`config.mk`:
```
export PLATFORM = sky130hd
export DESIGN_NAME = instruction_loader_flat
export DESIGN_NICKNAME = d
export VERILOG_FILES = /design/src/rtl/instruction_loader_if.sv /design/src/rtl/instruction_loader.sv /design/src/flat_wrapper.sv
export SDC_FILE = /design/constraint.sdc
export NUM_CORES = 1
export LEC_CHECK = 0
export CAP_MARGIN = 5
export CELL_PAD_IN_SITES_DETAIL_PLACEMENT = 0
export CELL_PAD_IN_SITES_GLOBAL_PLACEMENT = 1
export CORE_MARGIN = 2
export CORE_UTILIZATION = 35
export CTS_BUF_LIST = sky130_fd_sc_hd__clkbuf_4
export DETAILED_ROUTE_END_ITERATION = 6
export PLACE_DENSITY_LB_ADDON = 0.1
export RECOVER_POWER = 100
export SLEW_MARGIN = 40
export SYNTH_ARGS = -nofsm -noshare
export SYNTH_HDL_FRONTEND = slang
export SYNTH_SLANG_ARGS = --single-unit
```
`constraint.sdc`:
```
create_clock -name clk -period 2.9 [get_ports clk]
set_input_delay 0.87 -clock clk [delete_from_list [all_inputs] [get_ports clk]]
set_output_delay 0.87 -clock clk [all_outputs]
set_load 0.02 [all_outputs]
```
`src/rtl/instruction_loader_if.sv`:
```
// Byte-stream and memory-write signals of the instruction loader.
// The master side is the loader itself; the slave side is the byte source plus instruction memory.
interface instruction_loader_if;
    logic        byteValid;
    logic [7:0]  byteData;
    logic        byteReady;
    logic        writeEnable;
    logic [31:0] address;
    logic [31:0] dataIn;

    modport master (
        input  byteValid,
        input  byteData,
        output byteReady,
        output writeEnable,
        output address,
        output dataIn
    );

    modport slave (
        output byteValid,
        output byteData,
        input  byteReady,
        input  writeEnable,
        input  address,
        input  dataIn
    );
endinterface

```
`src/rtl/instruction_loader.sv`:
```
// Packs a byte stream into 32-bit instruction words and writes them to consecutive
// word addresses of an instruction memory, one session per accepted start request.
module instruction_loader #(
    parameter int DEPTH     = 1024,
    parameter bit MSB_FIRST = 1'b1
) (
    input  logic                        clk,
    input  logic                        resetN,
    input  logic                        start,
    input  logic [10:0]                 wordCount,
    input  logic                        abort,
    instruction_loader_if.master        bus,
    output logic                        busy,
    output logic                        done,
    output logic                        error
);

    typedef enum logic [1:0] {IDLE, COLLECT, WRITE, DONE} state_t;

    localparam logic [11:0] DEPTH_W = 12'(DEPTH);

    state_t      state_q, state_d;
    logic [10:0] wordCount_q, wordCount_d;
    logic [10:0] wordIndex_q, wordIndex_d;
    logic [1:0]  byteIndex_q, byteIndex_d;
    logic [31:0] word_q, word_d;
    logic [31:0] address_q, address_d;
    logic [31:0] dataIn_q, dataIn_d;
    logic        error_q, error_d;

    logic        transfer;
    logic        writeNow;
    logic [4:0]  laneLo;

    assign transfer = (state_q == COLLECT) && bus.byteValid;
    assign writeNow = (state_q == WRITE) && !abort;
    assign laneLo   = MSB_FIRST ? {~byteIndex_q, 3'b000} : {byteIndex_q, 3'b000};

    always_ff @(posedge clk or negedge resetN) begin
        if (!resetN) begin
            state_q     <= IDLE;
            wordCount_q <= '0;
            wordIndex_q <= '0;
            byteIndex_q <= '0;
            word_q      <= '0;
            address_q   <= '0;
            dataIn_q    <= '0;
            error_q     <= 1'b0;
        end else begin
            state_q     <= state_d;
            wordCount_q <= wordCount_d;
            wordIndex_q <= wordIndex_d;
            byteIndex_q <= byteIndex_d;
            word_q      <= word_d;
            address_q   <= address_d;
            dataIn_q    <= dataIn_d;
            error_q     <= error_d;
        end
    end

    always_comb begin
        state_d     = state_q;
        wordCount_d = wordCount_q;
        wordIndex_d = wordIndex_q;
        byteIndex_d = byteIndex_q;
        word_d      = word_q;
        address_d   = address_q;
        dataIn_d    = dataIn_q;
        error_d     = error_q;

        unique case (state_q)
            IDLE: begin
                if (start) begin
                    if (wordCount == 11'd0) begin
                        error_d = 1'b0;
                        state_d = DONE;
                    end else if ({1'b0, wordCount} > DEPTH_W) begin
                        error_d = 1'b1;
                    end else begin
                        error_d     = 1'b0;
                        wordCount_d = wordCount;
                        wordIndex_d = '0;
                        byteIndex_d = '0;
                        word_d      = '0;
                        state_d     = COLLECT;
                    end
                end
            end
            COLLECT: begin
                if (abort) begin
                    state_d = IDLE;
                end else if (transfer) begin
                    word_d[laneLo +: 8] = bus.byteData;
                    byteIndex_d         = byteIndex_q + 2'd1;
                    if (byteIndex_q == 2'd3) begin
                        state_d = WRITE;
                    end
                end
            end
            WRITE: begin
                // The held address/data copies only change when the write really happens.
                if (abort) begin
                    state_d = IDLE;
                end else begin
                    address_d   = {21'b0, wordIndex_q};
                    dataIn_d    = word_q;
                    wordIndex_d = wordIndex_q + 11'd1;
                    byteIndex_d = '0;
                    state_d     = (wordIndex_q + 11'd1 == wordCount_q) ? DONE : COLLECT;
                end
            end
            DONE: begin
                state_d = IDLE;
            end
            default: begin
                state_d = IDLE;
            end
        endcase
    end

    assign bus.byteReady   = (state_q == COLLECT);
    assign bus.writeEnable = writeNow;
    assign bus.address     = writeNow ? {21'b0, wordIndex_q} : address_q;
    assign bus.dataIn      = writeNow ? word_q : dataIn_q;
    assign busy            = (state_q == COLLECT) || (state_q == WRITE);
    assign done            = (state_q == DONE);
    assign error           = error_q;

endmodule
```
`src/flat_wrapper.sv`:
```
// flat-port wrapper written by rule: the top's interface ports become plain ports
module instruction_loader_flat 
#(
    parameter int DEPTH     = 1024,
    parameter bit MSB_FIRST = 1'b1
)
  (clk, resetN, start, wordCount, abort, busy, done, error, bus_byteValid, bus_byteData, bus_byteReady, bus_writeEnable, bus_address, bus_dataIn);
  instruction_loader_if bus_i ();
  input  logic clk;
  input  logic resetN;
  input  logic start;
  input  logic [10:0] wordCount;
  input  logic abort;
  output logic busy;
  output logic done;
  output logic error;
  input wire logic [$bits(bus_i.byteValid)-1:0] bus_byteValid;
  input wire logic [$bits(bus_i.byteData)-1:0] bus_byteData;
  output wire logic [$bits(bus_i.byteReady)-1:0] bus_byteReady;
  output wire logic [$bits(bus_i.writeEnable)-1:0] bus_writeEnable;
  output wire logic [$bits(bus_i.address)-1:0] bus_address;
  output wire logic [$bits(bus_i.dataIn)-1:0] bus_dataIn;
  assign bus_i.byteValid = bus_byteValid;
  assign bus_i.byteData = bus_byteData;
  assign bus_byteReady = bus_i.byteReady;
  assign bus_writeEnable = bus_i.writeEnable;
  assign bus_address = bus_i.address;
  assign bus_dataIn = bus_i.dataIn;
  instruction_loader #(.DEPTH(DEPTH), .MSB_FIRST(MSB_FIRST)) u_core (.clk(clk), .resetN(resetN), .start(start), .wordCount(wordCount), .abort(abort), .bus(bus_i), .busy(busy), .done(done), .error(error));
endmodule
```
==> metrics.md, run 1 <==
| Metric | Value |
|---|---|
| Post-synth EDFFs | `0` |
| IO buf count | `71` |
| Clk Latency, worst-skew pair | `0.49 ns` |
| Initial DRT Pass Iterations | `4` |
| Worst-case clock buffer depth | `2` |
| Syn. warnings | `0` |
| Core region area | `0.01393 mm2` |
| Hold Path Class | `reg -> reg` |
| Cell-internal power | `3.163 mW` |
| Routed WL | `12,400 um` |
| Min-Delay Endpoint | `u_core.dataIn_q[16]$_DFFE_PN0P_` |
| Pin count of the biggest net entering global routing | `55` |
| Placed Instances | `798` |
| Clock transition at path regs | `0.15 ns` |
| CP Buf/Inv Count | `3` |
| Final instance area | `0.006327 mm2` |
| Placed Instance Area | `0.006026 mm2` |
| Worst min-delay path startpoint | `u_core.dataIn_q[16]$_DFFE_PN0P_` |
| Worst slew pin tran | `1.355 ns` |
| Yosys reg bits | `102` |
| Number of hold violations in the final report | `0` |
| Slew Limit Fails | `0` |
| List of most frequent post-synthesis cells | `133 x nand2_1, 102 x dfrtp_1, 44 x o21ai_0` |
| CP max-delay cell | `bufbuf_16` |
| Worst EP arrival | `2.01 ns` |
| Yosys top cell by area | `dfrtp_1` |
| Worst R2R Start | `u_core.state_q[0]$_DFFE_PN0P_` |
| Fraction of registers with async set/reset | `100.0%` |
| GRT Total Usage | `17.26%` |
| Relative slew margins | `9.635%` |
| Max-Cap Viols | `0` |
| # hold bufs at CTS | `0` |
| Clock sink count | `102` |
| Synth Cell Area | `0.005004 mm2` |
| Seq/Total Area, Yosys | `51.01%` |
| Setup WS pre-CTS | `-0.8404 ns` |
| Fin Hold WS | `0.4890 ns` |
| Distinct cells, synth | `44` |
| Routability cong. | `0.7735` |
| Routed Antenna Nets | `0` |
| Die Ht | `123.6 um` |
| Site Rows | `43` |
| Ports | `93` |
| Vias in the first global route | `3,883` |
| DR WL/cell | `15.07 um` |
| Die area | `0.01527 mm2` |
| Setup crit start kind | `primary input` |
| Tcrit/Tclk final | `99.42%` |
| Critical path class | `in -> out` |
| Most common cell in the synthesized netlist | `nand2_1` |
| # DRC | `0` |
| CTS Buf Count | `9` |
| Worst path max stage delay | `0.33 ns` |
| Layout area overhead | `26.46%` |
| Antenna cells | `0` |
| DR iter-0 viols | `178` |
| Final core utilization | `45.41%` |
| Reg2reg path depth | `11` |
| Period minus WS final | `2.883 ns` |
| Worst VDD drop | `0.0003598 V` |
| Final Power | `5.213 mW` |
| Pwr dens | `823.8 mW/mm2` |
| Sequential share of power | `37.3%` |
| Hold Path Depth | `2` |
| Most common flop cell mapped by yosys | `dfrtp_1` |
| Initial Util | `35.91%` |
| Switching power | `2.050 mW` |
| First-pass GRT wire length | `19,860 um` |
| P_leak | `3.075 nW` |
| Switching share of power | `39.33%` |
| Crit-path cells | `clkdlybuf4s15_1 > nand2b_4 > bufbuf_16 > nand2_1 > o21ai_4 > buf_4` |
| Clock Power Share | `16.7%` |
| CTS tree | `done` |
| Mapped Cells | `540` |
| Post-DR vias/cell | `4.795` |
| Gate power share | `46.0%` |
| Setup TNS Final | `0 ns` |
| WP data required | `2.03 ns` |
| Fmax | `346.8 MHz` |
| Ranking of synthesized cells by area | `dfrtp_1 51%, nand2_1 10%, mux2i_1 6.8%, o21ai_0 4.4%, buf_4 3.3%` |
| Root buffer cell | `clkbuf_4` |
| R2r endpoint | `u_core.state_q[1]$_DFFE_PN0P_` |
| CP Capture Type | `output port` |
| DPL Wire Length | `9038 um` |
| Critical Path Fanout Max | `16` |
| Delay-heaviest family, CP | `buffers and inverters` |
| Avg Cell Area, Syn | `9.266 um2` |
| Die Wd | `123.6 um` |
| Reg2reg setup slack | `0.66 ns` |
| Post-synth top area share | `51.01%` |
| Initial antenna violation count | `0` |
| Fin worst setup slack | `0.01689 ns` |
| Clock Skews | `0.01195 ns` |
| Max H-tree Level | `3` |
| Status | `completed` |
| Layout cells sized above 1 | `23.48%` |
| Final net count | `672` |
| RSZ-0062 raised after global routing | `true` |
| Final Non-Filler Cells | `823` |
| Setup Viol. Count Final | `0` |
| Via count | `3,946` |
| GRT overflow | `0` |
-- how the worst max path moves through the flow --
stage                                             start              to  slack, ns  cells past startpoint
after floorplan                                   abort   bus_dataIn[0]      -0.02                      5
final                                             abort   bus_dataIn[2]       0.02                      6
after global routing      u_core.state_q[0]$_DFFE_PN0P_   bus_dataIn[2]      -0.03                      7
after global placement                            abort   bus_dataIn[2]      -0.78                      5
after detailed placement                          abort   bus_dataIn[2]      -0.84                      5
after CTS                 u_core.state_q[0]$_DFFE_PN0P_  bus_dataIn[23]    -0.0008                      6
-- registers in the layout (all words and copies together), names as in the netlist --
register            flops
u_core.address_q       11
u_core.byteIndex_q      2
u_core.dataIn_q        32
u_core.error            1
u_core.state_q          2
u_core.wordCount_q     11
u_core.wordIndex_q     11
u_core.word_q          32
-- placed cells by master (no fill, tap or decap), types with 16 or more instances in the layout --
| master | synthesis | layout |
|---|---|---|
| nand2_1 | 133 | 123 |
| dfrtp_1 | 102 | 102 |
| buf_4 | 22 | 51 |
| inv_1 | 40 | 38 |
| mux2i_1 | 34 | 34 |
| clkdlybuf4s50_1 | 0 | 23 |
| conb_1 | 1 | 21 |
| o21ai_0 | 44 | 18 |
| nor2_1 | 17 | 17 |
| o21ai_2 | 1 | 16 |
-- timing repair --
action | CTS | global route
setup endpoints to repair | 44 | 41
setup buffers | 5 | 2
resized for setup | 260 | 59
cloned | 2 | 0
-- worst min-delay path, delay by kind of cell (launching register included) --
family	cells	cell delay [ns]
compound gates	1	0.06
simple gates	1	0.06
flops	1	0.35
-- power groups by stage --
stage	clock network [mW]	registers, mW	logic (mW)
floorplan	0	1.94	1.47
global placement	0	1.97	2.33
detailed placement	0	1.98	2.36
CTS	0.902	1.95	2.35
global route	0.962	1.99	2.63
finish	0.871	1.95	2.40
-- cell type report --
class | count | area, um2
Inverter | 40 | 153.9
Sequential cell | 102 | 2552
Fill cell | 1421 | 7607
Tap cell | 180 | 225.2
Clock inverter | 6 | 92.59
Timing Repair Buffer | 112 | 993.5
Multi-Input combinational cell | 373 | 2235
Clock buffer | 10 | 75.07
-- cell families after synthesis --
family                   count (synthesis)  share of synthesized area, %
AO/OA/AOI/OAI                           85                         10.05
multiplexers                            45                         9.277
XOR/XNOR                                 8                         1.400
AND/OR/NAND/NOR                        204                         17.60
buffers and inverters                   85                         8.077
other                                    1                       0.07495
flip-flops                             102                         51.01
adder cells (fa/ha/maj)                 10                         2.501
-- routing by layer --
metal / GRT usage, % / routed length [um] / vias to the layer above
met2: 29.12 / 6174 / 72
li1: - / - / 1942
met3: 4.751 / 509 / 17
met4: 5.398 / 206 / 0
met1: 21.44 / 5513 / 1915
met5: 0 / 0 / -
(Power assumes the default switching activity.)
==> inputs of run 2 (changes only) <==
- CTS_CLUSTER_SIZE: default -> 20
==> results of run 2 <==
The final DEF is identical to that of run 1; final timing and power are the same.
==> inputs of run 3 (changes only) <==
- clock period: 2.9 -> 3.5 ns (I/O delays scaled with it)
==> run 3 against run 2 <==
Net effect:
- the flow now finishes with violations (max-capacitance violations, max-slew violations)
- sequential power is 17% lower
- combinational power is 27% lower
- sequential share of layout area is 1.9 points higher
- setup slack better by 0.079 ns
- non-clock buffer count is 16 lower
- global-route usage is 0.37 points lower
- power is 22% lower
- clock skew is 0.0060 ns higher
- via count is 2.3% lower
- worst hold slack better by 0.00094 ns
- first-iteration DRC count is 27% higher
- critical endpoint is now bus_dataIn[15]
==> metrics.md, run 3 (same netlist as run 1, synthesis figures left out) <==
| Metric | Value |
|---|---|
| Die Wd | `123.6 um` |
| Final instance area | `0.006050 mm2` |
| Die Ht | `123.6 um` |
| Period minus WS final | `3.404 ns` |
| RSZ-0062 raised after global routing | `false` |
| Worst EP arrival | `2.35 ns` |
| Routed Antenna Nets | `0` |
| Pwr dens | `672.2 mW/mm2` |
| Setup crit start kind | `primary input` |
| Area taken by multi-input logic gates | `0.002110 mm2` |
| # hold bufs at CTS | `0` |
| Failing checks | `max-capacitance violations, max-slew violations` |
| First-pass GRT wire length | `19,380 um` |
| CTS tree | `done` |
| Clk Latency, worst-skew pair | `0.48 ns` |
| Slew Limit Fails | `43` |
| Site Rows | `43` |
| Setup WS pre-CTS | `-0.5039 ns` |
| Routed WL | `11,930 um` |
| Clock sink count | `102` |
| Max H-tree Level | `3` |
| Core region area | `0.01393 mm2` |
| Pin count of the biggest net entering global routing | `61` |
| Number of hold violations in the final report | `0` |
| DR WL/cell | `14.76 um` |
| Cell-internal power | `2.469 mW` |
| Clock transition at path regs | `0.15 ns` |
| P_leak | `2.926 nW` |
| Fin worst setup slack | `0.09562 ns` |
| CTS Buf Count | `9` |
| Worst slew pin tran | `2.545 ns` |
| Switching share of power | `39.29%` |
| Switching power | `1.598 mW` |
| Most frequent cells in the layout | `137 x nand2_1, 102 x dfrtp_1, 43 x o21ai_0` |
| Relative slew margins | `-69.69%` |
| Critical path class | `in -> out` |
| Setup Viol. Count Final | `0` |
| Initial antenna violation count | `0` |
| Fill cells | `1,422` |
| Clock Power Share | `17.7%` |
| Placed Instance Area | `0.005966 mm2` |
| Hold Path Class | `reg -> reg` |
| WP data required | `2.45 ns` |
| Layout cells sized above 1 | `10.83%` |
| # DRC | `0` |
| Gate power share | `42.8%` |
| Clock Skews | `0.01793 ns` |
| Fmax | `293.7 MHz` |
| DR iter-0 viols | `226` |
| Sequential share of power | `39.5%` |
| Regs by FF count | `u_core.dataIn_q (32), u_core.word_q (32)` |
| Initial DRT Pass Iterations | `4` |
| Post-DR vias/cell | `4.770` |
| DPL Wire Length | `8646 um` |
| Setup TNS Final | `0 ns` |
| Initial Util | `35.91%` |
| Root buffer cell | `clkbuf_4` |
| Via count | `3,854` |
| Routability cong. | `0.7534` |
| Vias in the first global route | `3,759` |
| Worst-case clock buffer depth | `2` |
| GRT Total Usage | `16.89%` |
| Ports | `93` |
| Final net count | `657` |
| IO buf count | `71` |
| Most common cell after layout, fill and taps aside | `nand2_1` |
| Layout area overhead | `20.91%` |
| Critical Path Fanout Max | `27` |
| CP Capture Type | `output port` |
| Tcrit/Tclk final | `97.27%` |
| Status | `complete, but fails checks` |
| FF+latch area | `0.002552 mm2` |
| Antenna cells | `0` |
| Die area | `0.01527 mm2` |
| GRT overflow | `0` |
| Max-Cap Viols | `1` |
| Worst VDD drop | `0.0002806 V` |
==> run 3: cell types whose count changed in the layout (fill, tap and decap cells not counted), sizes merged <==
cell           before  now
inv                41   42
buf                80   17
bufbuf              2    0
clkdlybuf4s15       1    7
dlygate4sd3         0    5
clkinv              0    1
clkbuf             14   34
clkdlybuf4s50      23   20
clkinvlp            3    2
dlygate4sd2         2   18
dlygate4sd1         0    1
clkdlybuf4s25       0    4
==> run 3: worst max-delay path, cell delays in order <==
cell and delay [ns]:
dlygate4sd2_1 0.25, nand2b_4 0.18, buf_4 0.16, buf_12 0.15
o21ai_0 0.25, clkdlybuf4s15_2 0.31
==> run 3: through the flow <==
step	utilization, %	total power [mW]	hold slack (ns)	instances
finish	43.41	4.066	0.4899	808
detailed placement	42.81	3.553	0.4695	786
CTS	43.89	4.207	0.5002	808
global route	43.41	4.393	0.5202	808
global placement	42.78	3.516	0.4648	786
floorplan	-	2.823	0.4904	560
==> run 3: what timing repair did <==
action	4_1_cts	5_1_grt
gates resized for setup	130	2
cloned	1	0
buffers inserted	5	0
endpoints found under the setup margin	44	2
==> run 3: routing by layer <==
layer  track usage, %  vias up  share of wire, %
met1            20.55     1846                43
met4            4.901        0               1.6
met3            4.705       15               4.6
met5                0        -                 0
met2            29.16       77                51
li1                 -     1916                 -
==> run 3: layout make-up <==
type                    count  area share [%]
repair inverters            1          0.1241
repair buffers             96           13.77
flip-flops and latches    102           42.19
multi-input cells         373           34.87
inverters                  40           2.544
well taps                 180           3.723
clock buffers              10           1.241
clock inverters             6           1.531
==> run 3: power groups by stage <==
stage / registers [mW] / logic [mW] / clock network, mW
after floorplan: 1.60 / 1.22 / 0
after global placement: 1.63 / 1.89 / 0
after detailed placement: 1.64 / 1.91 / 0
after CTS: 1.61 / 1.84 / 0.756
final: 1.61 / 1.74 / 0.719
after global routing: 1.65 / 1.94 / 0.804
==> run 3: worst paths after layout <==
path                                            startpoint                                end  slack [ns]  depth (start not counted)
max in group asynchronous                           resetN  u_core.wordCount_q[4]$_DFFE_PN0P_        0.72                          1
max reg2reg                  u_core.state_q[0]$_DFFE_PN0P_      u_core.state_q[1]$_DFFE_PN0P_        0.95                         12
min reg2reg                u_core.address_q[4]$_DFFE_PN0P_    u_core.address_q[4]$_DFFE_PN0P_        0.49                          2
min in group asynchronous                           resetN     u_core.dataIn_q[6]$_DFFE_PN0P_        1.33                          1
max                                                  abort                     bus_dataIn[15]         0.1                          6
min                        u_core.address_q[4]$_DFFE_PN0P_    u_core.address_q[4]$_DFFE_PN0P_        0.49                          2
